### src/rtl/ysyx_22050019_clint_pkg.sv
// Shared CLINT address map, decode/response encodings and the byte-merge helper.
package ysyx_22050019_clint_pkg;

    localparam logic [15:0] CLINT_MSIP_OFF     = 16'h0000;
    localparam logic [15:0] CLINT_MTIMECMP_OFF = 16'h4000;
    localparam logic [15:0] CLINT_MTIME_OFF    = 16'hBFF8;
    localparam logic [63:0] CLINT_BASE         = 64'h0000_0000_0200_0000;

    typedef enum logic [1:0] {
        SEL_NONE     = 2'd0,
        SEL_MSIP     = 2'd1,
        SEL_MTIMECMP = 2'd2,
        SEL_MTIME    = 2'd3
    } clint_sel_e;

    typedef enum logic {
        RSP_IDLE = 1'b0,
        RSP_BUSY = 1'b1
    } rsp_state_e;

    // Byte i of the result comes from new_val when mask[i] is set, else from old_val.
    function automatic logic [63:0] byte_merge(input logic [63:0] old_val,
                                               input logic [63:0] new_val,
                                               input logic [7:0]  mask);
        logic [63:0] res;
        res = old_val;
        for (int i = 0; i < 8; i++) begin
            if (mask[i]) begin
                res[i*8 +: 8] = new_val[i*8 +: 8];
            end else begin
                res[i*8 +: 8] = old_val[i*8 +: 8];
            end
        end
        return res;
    endfunction

endpackage

### src/rtl/ysyx_22050019_clint_timer.sv
// Prescaler, mtime/mtimecmp registers with byte-masked writes, and the timer compare.
module ysyx_22050019_clint_timer
    import ysyx_22050019_clint_pkg::*;
#(
    parameter int TICK_DIV = 1
) (
    input  logic        clk,
    input  logic        rst_n,
    input  logic        mtime_we,
    input  logic        mtimecmp_we,
    input  logic [63:0] wdata,
    input  logic [7:0]  wmask,
    output logic [63:0] mtime,
    output logic [63:0] mtimecmp,
    output logic        timer_irq
);

    localparam logic [15:0] TICK_LAST = 16'(TICK_DIV - 1);

    logic [15:0] presc_r;
    logic [63:0] mtime_r;
    logic [63:0] mtimecmp_r;
    logic        timer_irq_r;
    logic        tick_s;
    logic [63:0] mtime_inc_s;

    assign tick_s      = (presc_r == TICK_LAST);
    // A write landing on a tick merges onto the incremented value, so unmasked bytes still advance.
    assign mtime_inc_s = tick_s ? (mtime_r + 64'd1) : mtime_r;

    // Timer state: prescaler, mtime, mtimecmp and the one-cycle-lagged compare.
    always_ff @(posedge clk) begin
        if (rst_n) begin
            presc_r     <= 16'd0;
            mtime_r     <= 64'd0;
            mtimecmp_r  <= 64'hFFFF_FFFF_FFFF_FFFF;
            timer_irq_r <= 1'b0;
        end else begin
            presc_r     <= tick_s ? 16'd0 : (presc_r + 16'd1);
            mtime_r     <= mtime_we ? byte_merge(mtime_inc_s, wdata, wmask) : mtime_inc_s;
            mtimecmp_r  <= mtimecmp_we ? byte_merge(mtimecmp_r, wdata, wmask) : mtimecmp_r;
            timer_irq_r <= (mtime_r >= mtimecmp_r);
        end
    end

    assign mtime     = mtime_r;
    assign mtimecmp  = mtimecmp_r;
    assign timer_irq = timer_irq_r;

endmodule

### src/rtl/ysyx_22050019_clint.sv
// Core-local interruptor: address decode, valid/ready handshake and registered response.
module ysyx_22050019_clint
    import ysyx_22050019_clint_pkg::*;
#(
    parameter int          TICK_DIV  = 1,
    parameter logic [63:0] BASE_ADDR = CLINT_BASE
) (
    input  logic        clk,
    input  logic        rst_n,
    input  logic        req_valid,
    output logic        req_ready,
    input  logic        req_wen,
    input  logic [63:0] req_addr,
    input  logic [63:0] req_wdata,
    input  logic [7:0]  req_wmask,
    output logic        rsp_valid,
    input  logic        rsp_ready,
    output logic [63:0] rsp_rdata,
    output logic        rsp_err,
    output logic        soft_irq,
    output logic        timer_irq
);

    clint_sel_e  sel_s;
    rsp_state_e  state_r;
    rsp_state_e  state_next_s;
    logic        err_s;
    logic        accept_s;
    logic        wr_ok_s;
    logic        rsp_valid_s;
    logic        req_ready_s;
    logic [63:0] rd_val_s;
    logic [63:0] rdata_r;
    logic        err_r;
    logic        msip_r;
    logic [63:0] mtime_s;
    logic [63:0] mtimecmp_s;

    // Address decode: page match, 8-byte alignment, then one of the three offsets.
    always_comb begin
        sel_s = SEL_NONE;
        if ((req_addr[63:16] == BASE_ADDR[63:16]) && (req_addr[2:0] == 3'd0)) begin
            case (req_addr[15:0])
                CLINT_MSIP_OFF:     sel_s = SEL_MSIP;
                CLINT_MTIMECMP_OFF: sel_s = SEL_MTIMECMP;
                CLINT_MTIME_OFF:    sel_s = SEL_MTIME;
                default:            sel_s = SEL_NONE;
            endcase
        end else begin
            sel_s = SEL_NONE;
        end
    end

    assign err_s    = (sel_s == SEL_NONE);
    assign accept_s = req_valid && req_ready_s;
    assign wr_ok_s  = accept_s && req_wen && !err_s;

    // Read data mux; writes and errors return zero.
    always_comb begin
        rd_val_s = 64'd0;
        if (req_wen) begin
            rd_val_s = 64'd0;
        end else begin
            case (sel_s)
                SEL_MSIP:     rd_val_s = {63'd0, msip_r};
                SEL_MTIMECMP: rd_val_s = mtimecmp_s;
                SEL_MTIME:    rd_val_s = mtime_s;
                default:      rd_val_s = 64'd0;
            endcase
        end
    end

    // Response state and held payload; payload only changes on acceptance.
    always_ff @(posedge clk) begin
        if (rst_n) begin
            state_r <= RSP_IDLE;
            rdata_r <= 64'd0;
            err_r   <= 1'b0;
        end else begin
            state_r <= state_next_s;
            if (accept_s) begin
                rdata_r <= rd_val_s;
                err_r   <= err_s;
            end else begin
                rdata_r <= rdata_r;
                err_r   <= err_r;
            end
        end
    end

    // Response next-state: a new acceptance refills the holding register in place.
    always_comb begin
        state_next_s = state_r;
        case (state_r)
            RSP_IDLE: begin
                if (accept_s) begin
                    state_next_s = RSP_BUSY;
                end else begin
                    state_next_s = RSP_IDLE;
                end
            end
            RSP_BUSY: begin
                if (accept_s) begin
                    state_next_s = RSP_BUSY;
                end else if (rsp_ready) begin
                    state_next_s = RSP_IDLE;
                end else begin
                    state_next_s = RSP_BUSY;
                end
            end
            default: state_next_s = RSP_IDLE;
        endcase
    end

    // Handshake outputs derived from the response state.
    always_comb begin
        rsp_valid_s = (state_r == RSP_BUSY);
        req_ready_s = !rsp_valid_s || rsp_ready;
    end

    // Software interrupt pending bit; only byte 0 bit 0 is stored.
    always_ff @(posedge clk) begin
        if (rst_n) begin
            msip_r <= 1'b0;
        end else if (wr_ok_s && (sel_s == SEL_MSIP) && req_wmask[0]) begin
            msip_r <= req_wdata[0];
        end else begin
            msip_r <= msip_r;
        end
    end

    ysyx_22050019_clint_timer #(
        .TICK_DIV (TICK_DIV)
    ) u_timer (
        .clk         (clk),
        .rst_n       (rst_n),
        .mtime_we    (wr_ok_s && (sel_s == SEL_MTIME)),
        .mtimecmp_we (wr_ok_s && (sel_s == SEL_MTIMECMP)),
        .wdata       (req_wdata),
        .wmask       (req_wmask),
        .mtime       (mtime_s),
        .mtimecmp    (mtimecmp_s),
        .timer_irq   (timer_irq)
    );

    assign req_ready = req_ready_s;
    assign rsp_valid = rsp_valid_s;
    assign rsp_rdata = rdata_r;
    assign rsp_err   = err_r;
    assign soft_irq  = msip_r;

endmodule

### config.mk
export PLATFORM = sky130hd
export DESIGN_NAME = ysyx_22050019_clint
export DESIGN_NICKNAME = d
export VERILOG_FILES = /design/src/rtl/ysyx_22050019_clint_pkg.sv /design/src/rtl/ysyx_22050019_clint_timer.sv /design/src/rtl/ysyx_22050019_clint.sv
export SDC_FILE = /design/constraint.sdc
export NUM_CORES = 1
export LEC_CHECK = 0
export ABC_AREA = 1
export BUFFER_PORTS_ARGS = -buffer_cell sky130_fd_sc_hd__clkbuf_2
export CAP_MARGIN = 15
export CELL_PAD_IN_SITES_DETAIL_PLACEMENT = 0
export CELL_PAD_IN_SITES_GLOBAL_PLACEMENT = 1
export CORE_MARGIN = 1.5
export CORE_UTILIZATION = 40
export DETAILED_ROUTE_END_ITERATION = 10
export GPL_TIMING_DRIVEN = 0
export PLACE_DENSITY = 0.85
export SLEW_MARGIN = 20
export SYNTH_ARGS = -nofsm -noshare
export SYNTH_HDL_FRONTEND = slang
export SYNTH_SLANG_ARGS = --single-unit
### constraint.sdc
create_clock -name clk -period 2.05 [get_ports clk]
set_input_delay 0 -clock clk [delete_from_list [all_inputs] [get_ports clk]]
set_output_delay 0 -clock clk [all_outputs]
set_load 0.1 [all_outputs]
## After elaboration in Yosys (flattened, before gate mapping)

Cells that the tools add are included.
W data, S select, Z words.

| storage, ports and cells | value |
|---|---|
| bits in registers | 212 |
| input port bits | 141 |
| output and inout bits | 69 |
| word-level logic and storage cells | 67 |

| operators by class | value |
|---|---|
| add/sub/neg operators | 2 |
| magnitude comparators | 1 |
| eq/ne operators | 6 |
| muxes and demuxes | 18 |
| bitwise gates (word level) | 1 |
| reduce and logical (&&, ||, !) cells | 24 |

Operators with widths:

| kind | count |
|---|---|
| $mux W64 | 3 |
| $pmux W64 S3 | 1 |
| $add A64 B1 Y64 const B | 1 |
| $ge A64 B64 Y1 | 1 |
| $mux W8 | 8 |
| $eq A48 B10 Y1 const B | 1 |
| $logic_not A16 Y1 | 2 |
| $add A16 B1 Y16 const B | 1 |
| $eq A16 B15 Y1 const B | 1 |
| $eq A16 B16 Y1 const B | 1 |
| $reduce_and A2 Y1 | 8 |
| $logic_and A1 B1 Y1 | 8 |
| $pmux W2 S3 | 1 |
| $eq A2 B2 Y1 const B | 2 |
| $logic_not A3 Y1 | 1 |
| $mux W1 | 3 |
| $eq A2 B1 Y1 const B | 1 |
| $logic_not A1 Y1 | 2 |
| $logic_not A2 Y1 | 1 |
| $mux W2 | 1 |
| $pmux W1 S2 | 1 |
| $reduce_or A2 Y1 | 1 |
| $logic_or A1 B1 Y1 | 1 |
| $not A1 Y1 | 1 |

## Logic depth before layout (Yosys ltp)

Gate-level depths: netlist of run 1.

| logic depth | value |
|---|---|
| depth in word-level cells | 8 |
| mapped depth | 15 |
| depth with buffers taken out | 15 |

## Cells and area by module

Synthesis of run 1 repeated with hierarchy kept, for this count alone.

| unflattened totals | value |
|---|---|
| cells, all modules | 2271 |
| area, all modules | 14087.3 um^2 |

By module, submodules not included:

| module | instances | cells each | area an instance (um^2) | sequential area each (um^2) |
|---|---|---|---|---|
| ysyx_22050019_clint_timer | 1 | 1576 | 9801.9 | 2902.8 |
| ysyx_22050019_clint | 1 | 695 | 4285.4 | 1341.3 |

## Worst setup path after synthesis of run 1

No wires, ideal clock.

| timing | value |
|---|---|
| kind | register to register |
| start | reg state_r, in the netlist rsp_valid |
| end | reg rdata_r[10], in the netlist rsp_rdata[10] |
| library setup time | 0.070 ns |
| data arrival time | 2.921 ns |
| required time | 1.980 ns |
| setup slack | -0.941 ns |
| cell stages (with the launch flop) | 7 |
| buffers on the path | 2 |
| period minus slack after synthesis | 2.991 ns |
| cell sequence | dfxtp_1 -> nand2_1 -> nand2_1 -> clkbuf_1 -> clkbuf_1 -> nand2_1 -> a21oi_1 |

| between the ends | value |
|---|---|
| word-level cells in the longest chain between the ends | 3 |

Ends and longest elaborated chain:

| item | RTL line | RTL |
|---|---|---|
| from (decl) | ysyx_22050019_clint.sv:25 | `rsp_state_e state_r;` |
| from (signal assigned) | ysyx_22050019_clint.sv:80 | `state_r <= state_next_s;` |
| $logic_not A1 Y1 | ysyx_22050019_clint.sv:118 | `req_ready_s = !rsp_valid_s \|\| rsp_ready;` |
| $logic_or A1 B1 Y1 | ysyx_22050019_clint.sv:118 |  |
| net req_ready | ysyx_22050019_clint.sv:11 | `output logic req_ready,` |
| $logic_and A1 B1 Y1 | ysyx_22050019_clint.sv:55 | `assign accept_s = req_valid && req_ready_s;` |
| to (signal assigned) | ysyx_22050019_clint.sv:82 | `rdata_r <= rd_val_s;` |
| to (signal assigned) | ysyx_22050019_clint.sv:85 | `rdata_r <= rdata_r;` |
| to (decl) | ysyx_22050019_clint.sv:33 | `logic [63:0] rdata_r;` |

The timed path passes the listed nets, and every way through them passes these cells.
A chain may end at the register's enable or synchronous reset.

## Final worst setup path of run 1

| timing | value |
|---|---|
| start | reg state_r, in the netlist rsp_valid |
| end | reg u_timer.mtime_r[48], in the netlist u_timer.mtime[48] |

| between the ends | value |
|---|---|
| word-level cells in the longest chain between the ends | 7 |

Ends and longest elaborated chain:

| item | RTL line | RTL |
|---|---|---|
| $logic_not A1 Y1 | ysyx_22050019_clint.sv:118 |  |
| $logic_or A1 B1 Y1 | ysyx_22050019_clint.sv:118 |  |
| $logic_and A1 B1 Y1 | ysyx_22050019_clint.sv:55 |  |
| $logic_and A1 B1 Y1 (2 in a row) | ysyx_22050019_clint.sv:56 | `assign wr_ok_s = accept_s && req_wen && !err_s;` |
| $logic_and A1 B1 Y1 | ysyx_22050019_clint.sv:137 | `.mtime_we (wr_ok_s && (sel_s == SEL_MTIME)),` |
| $mux W64 | ysyx_22050019_clint_timer.sv:40 | `mtime_r <= mtime_we ? byte_merge(mtime_inc_s, wdata, wmask) : mtime_inc_s;` |
| to (signal assigned) | ysyx_22050019_clint_timer.sv:40 |  |
| to (decl) | ysyx_22050019_clint_timer.sv:21 | `logic [63:0] mtime_r;` |

Every way passes these cells.

==> qor.txt, run 1 <==
Final nets: 2964
# setup viols final: 0
Synth top area share: 30.2%
vias per std cell: 5.13
Max Clock Skew: 7.96 ps
pin count of the biggest net entering global routing: 13
Seq/Total Area, Yosys: 30.2%
outcome: finished clean
Multi-input gate area: 9200 sq um
Synth Net Count: 2615
Hold WC Path Type: input port to flip-flop
mean post-synth cell area: 5.84 sq um
worst path arrival time: 2480 ps
Gate Count Post-Synth: 2407
layout cell share with drive strength beyond 1: 18.2%
CP Data Required Time: 2480 ps
Routed wire per std cell: 17.4 um
initial core utilization: 40.7%
Switching Share: 24.4%
Max VDD drop: 0.659 mV
sw power: 2.35 mW
CP max FO: 5
ANT nets after route: 0
Die H: 191 um
detailed-placement wirelength estimate: 43900 um
cell area after synthesis: 14100 sq um
total die area: 36300 sq um
fin crit period: 2050 ps
endpoints failing hold: 0
commonest cells in the netlist: nand2_1, nor2_1, dfxtp_1
combinational power share: 7.6%
unrepaired setup endpoints after global routing: true
CTS tree: built
DP Area: 15700 sq um
initial detailed-routing violation count: 1008
CTS root buffer: clkbuf_16
Filler Cell Count: 3677
cell with the most instances after synthesis: nand2_1
vias in the first global route: 15.8k
Max Cap Viol: 0
GRT Total Usage: 30.5%
row count: 68
max_slew headroom: 38.2%
Seq pwr share: 43.0%
Clock power frac: 49.4%
Setup Crit Path Kind: flip-flop to flip-flop
Internal Pwr Total: 7.28 mW
area grow syn2layout: 30.9%
Post-synth top flop: dfxtp_1
Register Area: 4300 sq um
Clock Path Buffers: 3
CTS H-Tree Depth: 1
Leak Pwr: 8.66 nW
CORE AREA: 34500 sq um
DRC: 0
antenna violations before repair: 0
TritonCTS Buffers: 26
TritonRoute pass-1 iters: 5
I/O pin cnt: 210
area leader, netlist: dfxtp_1
PwrDens: 523 nW/um^2
Clock transition at path regs: 60 ps
Synth cell types: 33
crit end category: flip-flop
post-layout instance area: 18400 sq um
Max Transition Viols Final: 0
Port Buffers: 206
EDFF count, synth: 0
# clock sinks: 212
Ys Warns: 0
grt ovf: 0
Area contributors post-synth: dfxtp_1, nand2_1, nor2_1, nand3_1, ha_1
FFs w/ async S/R, synth: 0%
first-pass GRT wire length: 85900 um
ant diodes: 0
GPL Wtd Cong: 0.977
slew at the pin with the worst max-slew slack: 927 ps
Die W: 191 um
synthesized flop and latch total: 212
crit share post-route: 99.8%
routed via count: 16.6k
CP startpoint kind: flip-flop
f_max: 489 MHz
Total Wirelength: 56000 um
worst-skew pair later-pin latency: 540 ps
worst hold slack: 55.7 ps
## cells in the final DEF, fill, tap and decap left out, types with 23 or more instances in the layout
cell           Yosys  layout
a21oi_1          143     139
clkbuf_1          55      45
dfxtp_2            0      41
nand2_2            4      24
nor2_4             1      29
nand4_1           41      41
nor2_2             9      33
dfxtp_1          212     169
clkbuf_16          0      27
inv_1            210     199
clkbuf_2           0     212
buf_4              7      41
dlygate4sd3_1      0      75
o21ai_0           86      83
nor2_1           313     261
xor2_1            23      23
nand3_1          198     193
ha_1              67      62
o21ai_1           24      25
nand2_1          944     921
## worst max-delay path: stages, from the launching register on
cell	delay (ps)
dfxtp_2	350
nand2_8	70
nand2_1	130
inv_1	180
nand4_1	490
nor2_1	460
nand2_1	130
nand2_1	80
nor2_1	50
## final cells by class
cell class,count,area share [%]
Sequential cell,212,23.4
Inverter,222,4.68
Timing Repair Buffer,321,11.7
Clock inverter,9,0.564
Tap cell,455,3.09
Clock buffer,37,4.20
Buffer,81,2.41
Multi-Input combinational cell,1892,50.0
## through the flow
step | utilization, % | std cells | power, mW | worst slack (ps) | setup TNS, ps
floorplan | - | 2407 | 4.50 | 7.96 | 0
global placement | 45.4 | 3068 | 4.81 | -668 | -98810
detailed placement | 45.5 | 3069 | 4.82 | -748 | -76740
CTS | 51.0 | 3196 | 9.65 | 2.32 | 0
global route | 53.3 | 3229 | 9.91 | -47.3 | -423
finish | 53.3 | 3229 | 9.62 | 4.77 | 0
## worst paths after layout
check	depth (start not counted)	startpoint	slack (ps)	to
hold reg to reg	1	u_timer.presc_r[0]	440	u_timer.presc_r[0]
hold / removal	5	req_wen	60	u_timer.mtime[36]
setup reg to reg	8	rsp_valid	5	u_timer.mtime[48]
setup / recovery	8	rsp_valid	5	u_timer.mtime[48]
## repair_timing
| action | 4_1_cts | 5_1_grt |
|---|---|---|
| hold buffers | 75 | 0 |
| setup buffers | 6 | 31 |
| pin swaps | 5 | 26 |
| resized for setup | 79 | 170 |
| gates cloned | 0 | 2 |
| setup endpoints to repair | 137 | 138 |
| hold endpoints to repair | 136 | 0 |
## logic make-up after synthesis
group | synth area share [%]
AO/OA/AOI/OAI | 9.00
adder cells (fa/ha/maj) | 5.96
XOR/XNOR | 1.43
flip-flops | 30.2
AND/OR/NAND/NOR | 45.0
buffers and inverters | 8.49
## power by group through the flow
| stage | clock network, mW | registers (mW) | logic [mW] |
|---|---|---|---|
| after floorplan | 0 | 4.25 | 0.254 |
| after global placement | 0 | 4.23 | 0.577 |
| after detailed placement | 0 | 4.23 | 0.587 |
| after CTS | 4.80 | 4.14 | 0.709 |
| after global routing | 4.97 | 4.14 | 0.800 |
| final | 4.75 | 4.14 | 0.731 |
## routing by layer
layer  vias up  track usage, %  share of wire, %
met3       109            4.34               6.1
met4         0            12.9               4.0
li1       8331               -                 -
met1      7639            40.0                44
met5         -               0                 0
met2       485            49.8                46
## state kept, by name, summed over array words and instances (netlist names)
signal             flops
rsp_err                1
rsp_rdata             64
rsp_valid              1
soft_irq               1
u_timer.mtime         64
u_timer.mtimecmp      64
u_timer.presc_r       16
u_timer.timer_irq      1
(Power assumes the default switching activity.)
==> run 2, diff against run 1 <==
--- a/config.mk
+++ b/config.mk
@@ -10,11 +10,10 @@
 export CAP_MARGIN = 15
 export CELL_PAD_IN_SITES_DETAIL_PLACEMENT = 0
 export CELL_PAD_IN_SITES_GLOBAL_PLACEMENT = 1
-export CORE_MARGIN = 1.5
-export CORE_UTILIZATION = 40
+export CORE_UTILIZATION = 43
 export DETAILED_ROUTE_END_ITERATION = 10
 export GPL_TIMING_DRIVEN = 0
-export PLACE_DENSITY = 0.85
+export PLACE_DENSITY = 0.9
 export SLEW_MARGIN = 20
 export SYNTH_ARGS = -nofsm -noshare
 export SYNTH_HDL_FRONTEND = slang
==> constraint.sdc (replaced) <==
create_clock -name clk -period 2.4 [get_ports clk]
set_input_delay 0 -clock clk [delete_from_list [all_inputs] [get_ports clk]]
set_output_delay 0 -clock clk [all_outputs]
set_load 0.1 [all_outputs]
==> qor.txt, run 2 (synthesis gave the netlist of run 1 again) <==
CTS tree: built
area grow syn2layout: 24.4%
Slowest-stage cell, CP: clkbuf_2
Setup Crit Path Kind: flip-flop to flip-flop
pin count of the biggest net entering global routing: 15
vias per std cell: 5.22
worst-skew pair later-pin latency: 540 ps
critical-path cell list: nand2_2, nand2_1, nor2_1, clkbuf_2, nand4_1, nand2_1, nand3_1
# clock sinks: 212
# setup viols final: 0
cells on worst reg2reg path: 7
commonest non-fill, non-tap cell in the layout: nand2_1
endpoints failing hold: 0
worst path arrival time: 2680 ps
outcome: finished clean
GRT Total Usage: 32.7%
total die area: 33400 sq um
Max Cap Viol: 0
PwrDens: 484 nW/um^2
vias in the first global route: 15.6k
R2R setup slack: 100 ps
dpl cells: 3048
unrepaired setup endpoints after global routing: false
CP startpoint kind: flip-flop
fin util: 54.9%
CP Buf/Inv Count: 1
Max Transition Viols Final: 0
Die H: 183 um
CP Data Required Time: 2790 ps
TritonCTS Buffers: 26
Routed wire per std cell: 17.4 um
crit share post-route: 95.7%
Filler Cell Count: 3365
Max Clock Skew: 8.85 ps
CP max stage delay: 530 ps
dpl ws: -417 ps
Die W: 183 um
TritonRoute pass-1 iters: 5
slew at the pin with the worst max-slew slack: 1160 ps
Clock transition at path regs: 60 ps
max_slew headroom: 22.6%
CP max FO: 10
initial detailed-routing violation count: 1203
Hold Startpoint: rsp_ready
fin crit period: 2300 ps
first-pass GRT wire length: 84900 um
antenna violations before repair: 0
Clock Path Buffers: 3
final setup margin: 104 ps
CTS root buffer: clkbuf_16
Total Wirelength: 55200 um
f_max: 436 MHz
Register Area: 4250 sq um
WHS Endpoint: rsp_err
Port Buffers: 206
detailed-placement wirelength estimate: 43200 um
routed via count: 16.6k
most used cell, CP: nand2_1
Multi-input gate area: 8720 sq um
Final nets: 2931
R2R Path End: u_timer.mtimecmp[55]
row count: 65
most frequent cells in the layout: nand2_1, nor2_1, clkbuf_2, dfxtp_1, inv_1
crit-path leading delay family: simple AND/OR/NAND/NOR gates
crit end category: flip-flop
grt ovf: 0
GPL Wtd Cong: 0.975
ant diodes: 0
worst hold slack: 149 ps
ANT nets after route: 0
DRC: 0
layout cell share with drive strength beyond 1: 12.1%
r2r startpoint: rsp_valid
Max VDD drop: 0.514 mV
Hold Path Depth: 7
CORE AREA: 31900 sq um
Final Non-Filler Cells: 3177
Leak Pwr: 8.34 nW
CTS H-Tree Depth: 1
Hold WC Path Type: input port to flip-flop
initial core utilization: 44.1%
I/O pin cnt: 210
-- run 2: cell count changes in the layout (fill, tap and decap cells not counted), moves of 6 or more --
cell | previous run | this run
buf_12 | 6 | 0
nor2_2 | 33 | 12
nor3_2 | 10 | 2
dfxtp_2 | 41 | 2
dfxtp_1 | 169 | 210
buf_4 | 41 | 14
nor3_1 | 14 | 24
inv_1 | 199 | 208
nor2_4 | 29 | 10
nand2_1 | 921 | 941
nand2_2 | 24 | 7
nor2_1 | 261 | 301
-- run 2: how the worst max path moves through the flow --
stage,from,endpoint,slack [ps],cells after the start
after floorplan,rsp_valid,u_timer.mtimecmp[15],70,7
after global placement,u_timer.mtime[0],u_timer.mtime[30],-390,14
after detailed placement,u_timer.mtime[0],u_timer.mtime[30],-420,14
after CTS,u_timer.mtime[14],u_timer.mtime[61],10,13
after global routing,u_timer.mtime[26],u_timer.mtime[30],2,13
final,rsp_valid,u_timer.mtimecmp[55],100,7
-- run 2: timing repair --
action	4_1_cts	5_1_grt
hold endpoints to repair	138	0
hold buffers	76	0
pin swaps	1	2
setup endpoints to repair	102	39
buffers inserted	3	4
resized for setup	14	24
-- run 2: per-stage QoR --
| stage | area, sq um | power, mW | setup TNS (ps) |
|---|---|---|---|
| floorplan | 14100 | 3.84 | 0 |
| global placement | 15600 | 4.10 | -12900 |
| detailed placement | 15700 | 4.11 | -19050 |
| CTS | 17400 | 8.51 | 0 |
| global route | 17500 | 8.71 | 0 |
| finish | 17500 | 8.48 | 0 |
-- run 2: layer usage --
layer,vias to the layer above,wire (um),track usage (%)
met1,7654,24800,43.6
li1,8280,-,-
met2,557,24600,53.1
met5,-,0,0
met4,0,2510,14.0
met3,102,3340,4.47
-- run 2: area by class of cell --
type,count,area share [%]
clock inverter,13,1.16
tap,435,3.11
sequential,212,24.3
inverter,222,4.76
buffer,80,2.09
multi-input combinational,1892,49.8
clock buffer,34,4.24
timing repair buffer,289,10.5
-- run 2: power breakdown --
group | switching [mW] | internal (mW) | leakage, nW
combinational | 0.364 | 0.233 | 6.17
clock | 1.64 | 2.71 | 0.460
sequential | 0.00925 | 3.53 | 1.71
total | 2.01 | 6.47 | 8.34
-- run 2: worst min-delay path: stages --
cell      delay (ps)
clkbuf_2          80
inv_1             40
nand2_2           60
nand2_1          130
inv_1            160
o21ai_0          100
nor2_1            90
